==> config.mk <==
export PLATFORM = sky130hd
export DESIGN_NAME = instr_cache_refill_ctrl_flat
export DESIGN_NICKNAME = d
export VERILOG_FILES = /design/src/rtl/instr_cache_refill_ctrl_if.sv /design/src/rtl/instr_cache_refill_ctrl.sv /design/src/flat_wrapper.sv
export SDC_FILE = /design/constraint.sdc
export NUM_CORES = 1
export LEC_CHECK = 0
export BUFFER_PORTS_ARGS = -buffer_cell sky130_fd_sc_hd__buf_2
export CORE_MARGIN = 2
export CORE_UTILIZATION = 25
export DETAILED_ROUTE_END_ITERATION = 16
export HOLD_SLACK_MARGIN = 0.1
export SYNTH_ARGS = -nofsm -noshare
export SYNTH_HDL_FRONTEND = slang
export SYNTH_SLANG_ARGS = --single-unit
==> constraint.sdc <==
create_clock -name clk_i -period 2.2 [get_ports clk_i]
set_clock_uncertainty 0.1 [all_clocks]
set_input_delay 0.11 -clock clk_i [delete_from_list [all_inputs] [get_ports clk_i]]
set_output_delay 0.11 -clock clk_i [all_outputs]
set_load 0.05 [all_outputs]
==> src/rtl/instr_cache_refill_ctrl_if.sv <==
// Bundle of the fetch, set-array and L2 signals around the refill controller.
//   master : the refill controller's view (drives lookup/replace/stall/L2 request)
//   slave  : the surrounding environment's view (fetch stage, set array, L2)
interface instr_cache_refill_ctrl_if #(
  parameter int ADDR_WIDTH = 32
);
  logic [ADDR_WIDTH-1:0] pc_i;
  logic                  fetch_valid_i;
  logic                  cache_miss_i;
  logic                  flush_i;
  logic [ADDR_WIDTH-1:0] lookup_addr_o;
  logic                  rep_enable_o;
  logic [63:0]           rep_word_o;
  logic                  stall_o;
  logic                  l2_req_o;
  logic [ADDR_WIDTH-1:0] l2_addr_o;
  logic                  l2_ack_i;
  logic                  l2_data_valid_i;
  logic [63:0]           l2_data_i;
  logic                  refill_done_o;
  logic [31:0]           miss_count_o;

  modport master (
    input  pc_i, fetch_valid_i, cache_miss_i, flush_i,
    input  l2_ack_i, l2_data_valid_i, l2_data_i,
    output lookup_addr_o, rep_enable_o, rep_word_o, stall_o,
    output l2_req_o, l2_addr_o, refill_done_o, miss_count_o
  );

  modport slave (
    output pc_i, fetch_valid_i, cache_miss_i, flush_i,
    output l2_ack_i, l2_data_valid_i, l2_data_i,
    input  lookup_addr_o, rep_enable_o, rep_word_o, stall_o,
    input  l2_req_o, l2_addr_o, refill_done_o, miss_count_o
  );
endinterface

==> src/rtl/instr_cache_refill_ctrl.sv <==
// Instruction-cache line refill sequencer.
// On a fetch miss it latches the block-aligned address, issues one L2 line
// request, streams the returned 64-bit beats into the set array through the
// replace-enable/replace-word pair, and stalls fetch until the line is in.
// Ports:
//   clk_i   : clock
//   reset_i : asynchronous active-high reset
//   bus     : instr_cache_refill_ctrl_if.master (fetch, set array, L2 signals)
//
// state  | meaning
// IDLE   | lookup follows pc_i, watching for a miss
// REQ    | L2 line request outstanding, waiting for ack (flush may abort)
// REFILL | passing L2 beats into the set array, flush ignored
// DONE   | one-cycle install pulse, set array does hit/LRU update
module instr_cache_refill_ctrl #(
  parameter int B          = 64,
  parameter int ADDR_WIDTH = 32
) (
  input  logic                       clk_i,
  input  logic                       reset_i,
  instr_cache_refill_ctrl_if.master  bus
);
  localparam int NB  = B / 8;
  localparam int CW  = $clog2(NB);
  localparam int OFF = $clog2(B);

  typedef enum logic [1:0] {IDLE, REQ, REFILL, DONE} state_t;

  state_t                state_q, state_d;
  logic [CW-1:0]         cnt_q, cnt_d;
  logic [ADDR_WIDTH-1:0] addr_q, addr_d;
  logic [31:0]           miss_q, miss_d;

  always_ff @(posedge clk_i or posedge reset_i) begin
    if (reset_i) begin
      state_q <= IDLE;
      cnt_q   <= '0;
      addr_q  <= '0;
      miss_q  <= '0;
    end else begin
      state_q <= state_d;
      cnt_q   <= cnt_d;
      addr_q  <= addr_d;
      miss_q  <= miss_d;
    end
  end

  always_comb begin
    state_d           = state_q;
    cnt_d             = cnt_q;
    addr_d            = addr_q;
    miss_d            = miss_q;
    bus.lookup_addr_o = addr_q;
    bus.l2_addr_o     = addr_q;
    bus.rep_enable_o  = 1'b0;
    bus.rep_word_o    = '0;
    bus.stall_o       = 1'b1;
    bus.l2_req_o      = 1'b0;
    bus.refill_done_o = 1'b0;
    bus.miss_count_o  = miss_q;

    unique case (state_q)
      IDLE: begin
        bus.lookup_addr_o = bus.pc_i;
        bus.l2_addr_o     = '0;
        // Stall is raised even when a flush coincides; fetch is redirected anyway.
        bus.stall_o       = bus.fetch_valid_i && bus.cache_miss_i;
        if (bus.fetch_valid_i && bus.cache_miss_i && !bus.flush_i) begin
          addr_d  = {bus.pc_i[ADDR_WIDTH-1:OFF], {OFF{1'b0}}};
          miss_d  = (miss_q == 32'hFFFF_FFFF) ? miss_q : miss_q + 32'd1;
          state_d = REQ;
        end
      end
      REQ: begin
        bus.l2_req_o = 1'b1;
        // Ack wins over flush: once L2 accepted, the line must be consumed.
        if (bus.l2_ack_i)     state_d = REFILL;
        else if (bus.flush_i) state_d = IDLE;
      end
      REFILL: begin
        bus.rep_enable_o = bus.l2_data_valid_i;
        bus.rep_word_o   = bus.l2_data_i;
        if (bus.l2_data_valid_i) begin
          if (cnt_q == CW'(NB - 1)) begin
            cnt_d   = '0;
            state_d = DONE;
          end else begin
            cnt_d = cnt_q + 1'b1;
          end
        end
      end
      DONE: begin
        bus.refill_done_o = 1'b1;
        state_d           = IDLE;
      end
      default: state_d = IDLE;
    endcase
  end
endmodule

==> src/flat_wrapper.sv <==
// flat-port wrapper written by rule: the top's interface ports become plain ports
module instr_cache_refill_ctrl_flat 
#(
  parameter int B          = 64,
  parameter int ADDR_WIDTH = 32
)
  (clk_i, reset_i, bus_pc_i, bus_fetch_valid_i, bus_cache_miss_i, bus_flush_i, bus_l2_ack_i, bus_l2_data_valid_i, bus_l2_data_i, bus_lookup_addr_o, bus_rep_enable_o, bus_rep_word_o, bus_stall_o, bus_l2_req_o, bus_l2_addr_o, bus_refill_done_o, bus_miss_count_o);
  instr_cache_refill_ctrl_if #(.ADDR_WIDTH(ADDR_WIDTH)) bus_i ();
  input  logic clk_i;
  input  logic reset_i;
  input wire logic [$bits(bus_i.pc_i)-1:0] bus_pc_i;
  input wire logic [$bits(bus_i.fetch_valid_i)-1:0] bus_fetch_valid_i;
  input wire logic [$bits(bus_i.cache_miss_i)-1:0] bus_cache_miss_i;
  input wire logic [$bits(bus_i.flush_i)-1:0] bus_flush_i;
  input wire logic [$bits(bus_i.l2_ack_i)-1:0] bus_l2_ack_i;
  input wire logic [$bits(bus_i.l2_data_valid_i)-1:0] bus_l2_data_valid_i;
  input wire logic [$bits(bus_i.l2_data_i)-1:0] bus_l2_data_i;
  output wire logic [$bits(bus_i.lookup_addr_o)-1:0] bus_lookup_addr_o;
  output wire logic [$bits(bus_i.rep_enable_o)-1:0] bus_rep_enable_o;
  output wire logic [$bits(bus_i.rep_word_o)-1:0] bus_rep_word_o;
  output wire logic [$bits(bus_i.stall_o)-1:0] bus_stall_o;
  output wire logic [$bits(bus_i.l2_req_o)-1:0] bus_l2_req_o;
  output wire logic [$bits(bus_i.l2_addr_o)-1:0] bus_l2_addr_o;
  output wire logic [$bits(bus_i.refill_done_o)-1:0] bus_refill_done_o;
  output wire logic [$bits(bus_i.miss_count_o)-1:0] bus_miss_count_o;
  assign bus_i.pc_i = bus_pc_i;
  assign bus_i.fetch_valid_i = bus_fetch_valid_i;
  assign bus_i.cache_miss_i = bus_cache_miss_i;
  assign bus_i.flush_i = bus_flush_i;
  assign bus_i.l2_ack_i = bus_l2_ack_i;
  assign bus_i.l2_data_valid_i = bus_l2_data_valid_i;
  assign bus_i.l2_data_i = bus_l2_data_i;
  assign bus_lookup_addr_o = bus_i.lookup_addr_o;
  assign bus_rep_enable_o = bus_i.rep_enable_o;
  assign bus_rep_word_o = bus_i.rep_word_o;
  assign bus_stall_o = bus_i.stall_o;
  assign bus_l2_req_o = bus_i.l2_req_o;
  assign bus_l2_addr_o = bus_i.l2_addr_o;
  assign bus_refill_done_o = bus_i.refill_done_o;
  assign bus_miss_count_o = bus_i.miss_count_o;
  instr_cache_refill_ctrl #(.B(B), .ADDR_WIDTH(ADDR_WIDTH)) u_core (.clk_i(clk_i), .reset_i(reset_i), .bus(bus_i));
endmodule
## Yosys cells after proc, flatten, opt, wreduce, memory -nomap -nowiden

Index checks and enable logic that the tools add are counted.

- Add/sub/neg operators: 2
- Eq/ne operators: 9
- Mux-type cells: 14
- Bitwise gates (word level): 1
- Reduce and logical (&&, ||, !) cells: 8

Operator list:

| cell | count |
|---|---|
| $mux 32 | 2 |
| $mux 64 | 1 |
| $add 32x1->32 const B | 1 |
| $eq 32x32->1 const B | 1 |
| $mux 2 | 5 |
| $pmux 2 s4 | 1 |
| $eq 2x2->1 const B | 2 |
| $mux 1 | 4 |
| $ne 2x1->1 const B | 2 |
| $reduce_and 2->1 | 2 |
| $reduce_and 4->1 | 1 |
| $add 3x1->3 const B | 1 |
| $eq 3x3->1 const B | 1 |
| $mux 3 | 1 |
| $ne 3x3->1 const B | 1 |
| $reduce_and 3->1 | 1 |
| $eq 2x1->1 const B | 1 |
| $logic_and 1x1->1 | 2 |
| $logic_not 2->1 | 1 |
| $ne 2x2->1 const B | 1 |
| $logic_not 1->1 | 1 |
| $not 1->1 | 1 |

- Register bits: 63
- Output and inout bits: 164

## Longest topological paths before layout

- Depth after elaboration: 4
- Depth in mapped cells: 7
- Gate-level depth less buffers: 6

## Worst setup path before layout

No wires, ideal clock.

- Path type: register -> register
- Start point: reg u_core.miss_q[22] (netlist: u_core.bus.miss_count_o[22])
- End point: reg u_core.miss_q[1] (netlist: u_core.bus.miss_count_o[1])
- Library setup time: 128 ps
- Arrival: 1943 ps
- Required time: 1972 ps
- Slack: 29 ps
- Stages on the path, launching flop included: 6
- Path buffers: 0
- Clock period less this slack: 2171 ps
- Cells stage by stage: dfrtp_1 > nand4_1 > nor4_2 > nand4_2 > nand2_1 > mux2_1

- Longest elaborated chain between the ends: 3

RTL lines:

| item | line | source |
|---|---|---|
| from (decl) | instr_cache_refill_ctrl.sv:32 | `logic [31:0] miss_q, miss_d;` |
| from (signal assigned) | instr_cache_refill_ctrl.sv:44 | `miss_q <= miss_d;` |
| $eq 32x32->1 | instr_cache_refill_ctrl.sv:70 | `miss_d = (miss_q == 32'hFFFF_FFFF) ? miss_q : miss_q + 32'd1;` |
| $not 1->1 (no line) | -- |  |
| $reduce_and 3->1 (no line) | -- |  |

No other way between the ends.
A chain may end at the register's enable or synchronous reset.

==> reports/qor.csv <==
stage;metric;value;unit
outcome;status;complete, no violations;
routing;Met1 Wirelength;5740;um
min_path;Hold Crit Depth;4;
global_route;grt ovf;0;
clocking;buffer depth of the longest clock path;2;
global_route;GRT Total Usage;0.170;
die;Die Y;127;um
synth;number of synthesized flops with an enable pin;0;
setup_path;Worst Setup End Kind;output port;
routing;drt first pass iters;4;
die;initial core utilization;0.253;
routing;wire per inst;15.6;um
die;CORE AREA;15000;um2
clocking;TritonCTS buffer count;9;
clocking;H-tree Lvls;3;
clocking;clk slew on worst S/H paths;0.05;ns
power_and_ir_drop;Pwr Density;1420;nW/um2
synth;Synth warnings;0;
min_path;hold_sp;bus_fetch_valid_i;
placed_design;post-DP HPWL;11300;um
clocking;CTS tree;done;
synth;Avg Synthesized Cell Area;8.76;um2
clocking;CTS Root Cell;clkbuf_16;
setup_path;crit path kind;reg -> out;
layout;fillcell total;1549;
setup_path;CP top delay family;simple AND/OR/NAND/NOR gates;
power_and_ir_drop;Net Sw Frac;0.568;
synth;sequential area share after synthesis;0.415;
power_and_ir_drop;peak supply drop;0.592;mV
power_and_ir_drop;Comb pwr share;0.646;
power_and_ir_drop;clock power share;0.161;
synth;Yosys cell types;42;
timing;Slew headroom;0.598;
layout;most frequent cells in the layout;buf_2, and2_1, nand2_1, dfrtp_1, dlygate4sd3_1;
setup_path;Crit-path slowest cell;dfrtp_1;
layout;share of layout cells above drive strength 1;0.415;
power_and_ir_drop;Lkg Pwr;3.42;nW
power_and_ir_drop;sw power;4.77;mW
routing;1st-iter DRT viols;259;
timing;final hold violation count;0;
timing;post-route clock period utilization;0.951;
die;DIE AREA;16200;um2
routing;DR WL met3;970;um
timing;Worst-Margin Slew;0.602;ns
setup_path;crit path buf inv count;2;
setup_path;worst path required time;1.99;ns
synth;Post-Synthesis Cells;434;
timing;fmax;478;MHz
die;die width;127;um
power_and_ir_drop;Final Power;8.39;mW
synth;Post-synth ARST share;1.00;
routing;Vias;4106;
timing;setup_tns;0;ns
global_route;number of global-route vias before repair;3829;
clocking;worst skew pair latency;0.32;ns
setup_path;Worst R2R Start;u_core.bus.miss_count_o[0]$_DFFE_PP0P_;
global_route;antenna violations before repair;1;
synth;flops & latches, synth;63;
setup_path;critical path arrival;1.88;ns
clocking;Sink Count;63;
timing;fin crit period;2.09;ns
global_route;first-pass GRT wire length;21000;um
setup_path;Worst path depth;5;
clocking;setup bufs post-CTS;0;
timing;fin. max-slew vios;0;
timing;final setup fails;0;
layout;Layout area overhead;55.5;%
setup_path;CP Launch Type;flip-flop;
routing;Post-Route WL;14300;um
power_and_ir_drop;Int Pwr;3.63;mW
timing;unrepaired setup endpoints after global routing;no;
setup_path;critical path, cell by cell;or2_1 > buf_4 > and2_1 > a21o_1 > buf_2;
setup_path;CP max stage delay;0.43;ns
die;# IOs;267;
placed_design;GP Congestion;0.819;
routing;DRC Markers;0;
power_and_ir_drop;Sequential Power Share;0.194;
synth;Syn Std Cell Area;3800;um2
routing;post-route ant nets;0;
setup_path;CP max FO;26;
global_route;largest net degree at the start of global routing;47;
routing;metal2 WL;7310;um
run;Max-Cap Viols;0;
synth;top_reg_cell synth;dfrtp_1;
routing;routed vias/inst;4.48;
placed_design;Port Buf Inserts;260;
setup_path;Reg2Reg Depth;6;
min_path;worst min path class;in -> reg;
layout;leading cell type in the layout, fill and taps excluded;buf_2;
routing;top routing layer in use;met4;
layout;Final Net Count;831;
layout;antenna diode instance count;0;
die;row count;45;
==> metal layers <==
metal	vias to the layer above	global-route usage
li1	2005	-
met1	1914	0.199
met2	171	0.304
met3	16	0.0348
met4	0	0.0659
met5	-	0
==> flip-flops by register name, summed over array words and instances (netlist names), named ones only <==
| name | flops |
|---|---|
| u_core.addr_q | 26 |
| u_core.state_q | 1 |
| u_core.cnt_q | 3 |
| u_core.bus.miss_count_o | 32 |
==> tightest hold or removal path, delay by kind of cell <==
kind | cells | cell delay (ns)
muxes | 1 | 0.16
AOI/OAI and AO/OA | 1 | 0.13
and+or+nand+nor | 1 | 0.12
buffers and inverters | 1 | 0.08
==> stage by stage <==
step           instances  setup slack (ns)   util  hold WS, ns  cell area (um2)
6_report             916             0.108  0.393        0.216             5910
4_1_cts              916            0.0510  0.393        0.211             5910
5_1_grt              916            0.0234  0.393        0.251             5910
2_1_floorplan        439            0.0295      -        0.115             3820
3_5_place_dp         872             0.203  0.354        0.118             5330
3_3_place_gp         872             0.272  0.354        0.119             5330
==> power by group through the flow <==
| stage | logic [mW] | registers, mW | clock network [mW] |
|---|---|---|---|
| 2_1_floorplan | 4.05 | 1.72 | 0 |
| 3_3_place_gp | 5.40 | 1.63 | 0 |
| 3_5_place_dp | 5.41 | 1.65 | 0 |
| 4_1_cts | 5.46 | 1.63 | 1.39 |
| 5_1_grt | 5.72 | 1.67 | 1.45 |
| 6_report | 5.42 | 1.63 | 1.35 |
==> logic make-up after synthesis <==
kind of cell	share of synthesized area
multiplexers	0.0145
adder cells (fa/ha/maj)	0.00988
buffers and inverters	0.0425
AND/OR/NAND/NOR	0.381
XOR/XNOR	0.0645
flip-flops	0.415
other	0.000987
AO/OA/AOI/OAI	0.0721
==> path summary, 6_finish.rpt <==
kind                       slack, ns                                      end
setup / recovery                0.11                     bus_lookup_addr_o[8]
hold / removal                  0.22            u_core.state_q[0]$_DFFE_PP0P_
setup reg to reg                0.21  u_core.bus.miss_count_o[18]$_DFFE_PP0P_
hold reg to reg                 0.36            u_core.addr_q[10]$_DFFE_PP0P_
max in group asynchronous       1.06            u_core.state_q[0]$_DFFE_PP0P_
min in group asynchronous       0.30             u_core.addr_q[6]$_DFFE_PP0P_
==> cell type report <==
class	count	area [um2]	share of cell area
repair buffers	302	1700	0.288
clock buffers	14	284	0.0481
well taps	188	235	0.0398
flip-flops and latches	63	1580	0.267
inverters	4	15.0	0.00254
multi-input cells	345	2090	0.354
==> repair_timing <==
action / CTS / global route
hold endpoints to repair: 56 / 0
hold buffers: 30 / 0
gates resized for setup: 0 / 1
setup endpoints to repair: 0 / 1
==> synth_stat cells (2+ instances only) <==
cell type / instances / area, um2
nor2b_1: 3 / 18.8
nand3_1: 11 / 55.1
nor3_1: 6 / 30.0
a31oi_1: 2 / 12.5
buf_4: 7 / 52.6
xnor2_1: 22 / 193
and4_2: 2 / 20.0
nand4_1: 20 / 125
inv_1: 4 / 15.0
a21o_1: 28 / 210
ha_1: 3 / 37.5
nor4_1: 2 / 12.5
and2_1: 100 / 626
clkbuf_1: 15 / 56.3
buf_6: 2 / 22.5
xor2_1: 6 / 52.6
nor2_1: 9 / 33.8
buf_2: 3 / 15.0
nand2_1: 92 / 345
and4_1: 6 / 52.6
nor3_2: 2 / 20.0
mux2_2: 3 / 33.8
dfrtp_1: 63 / 1580
and3_1: 5 / 31.3
Note: power is estimated with default switching activity, not from simulation.
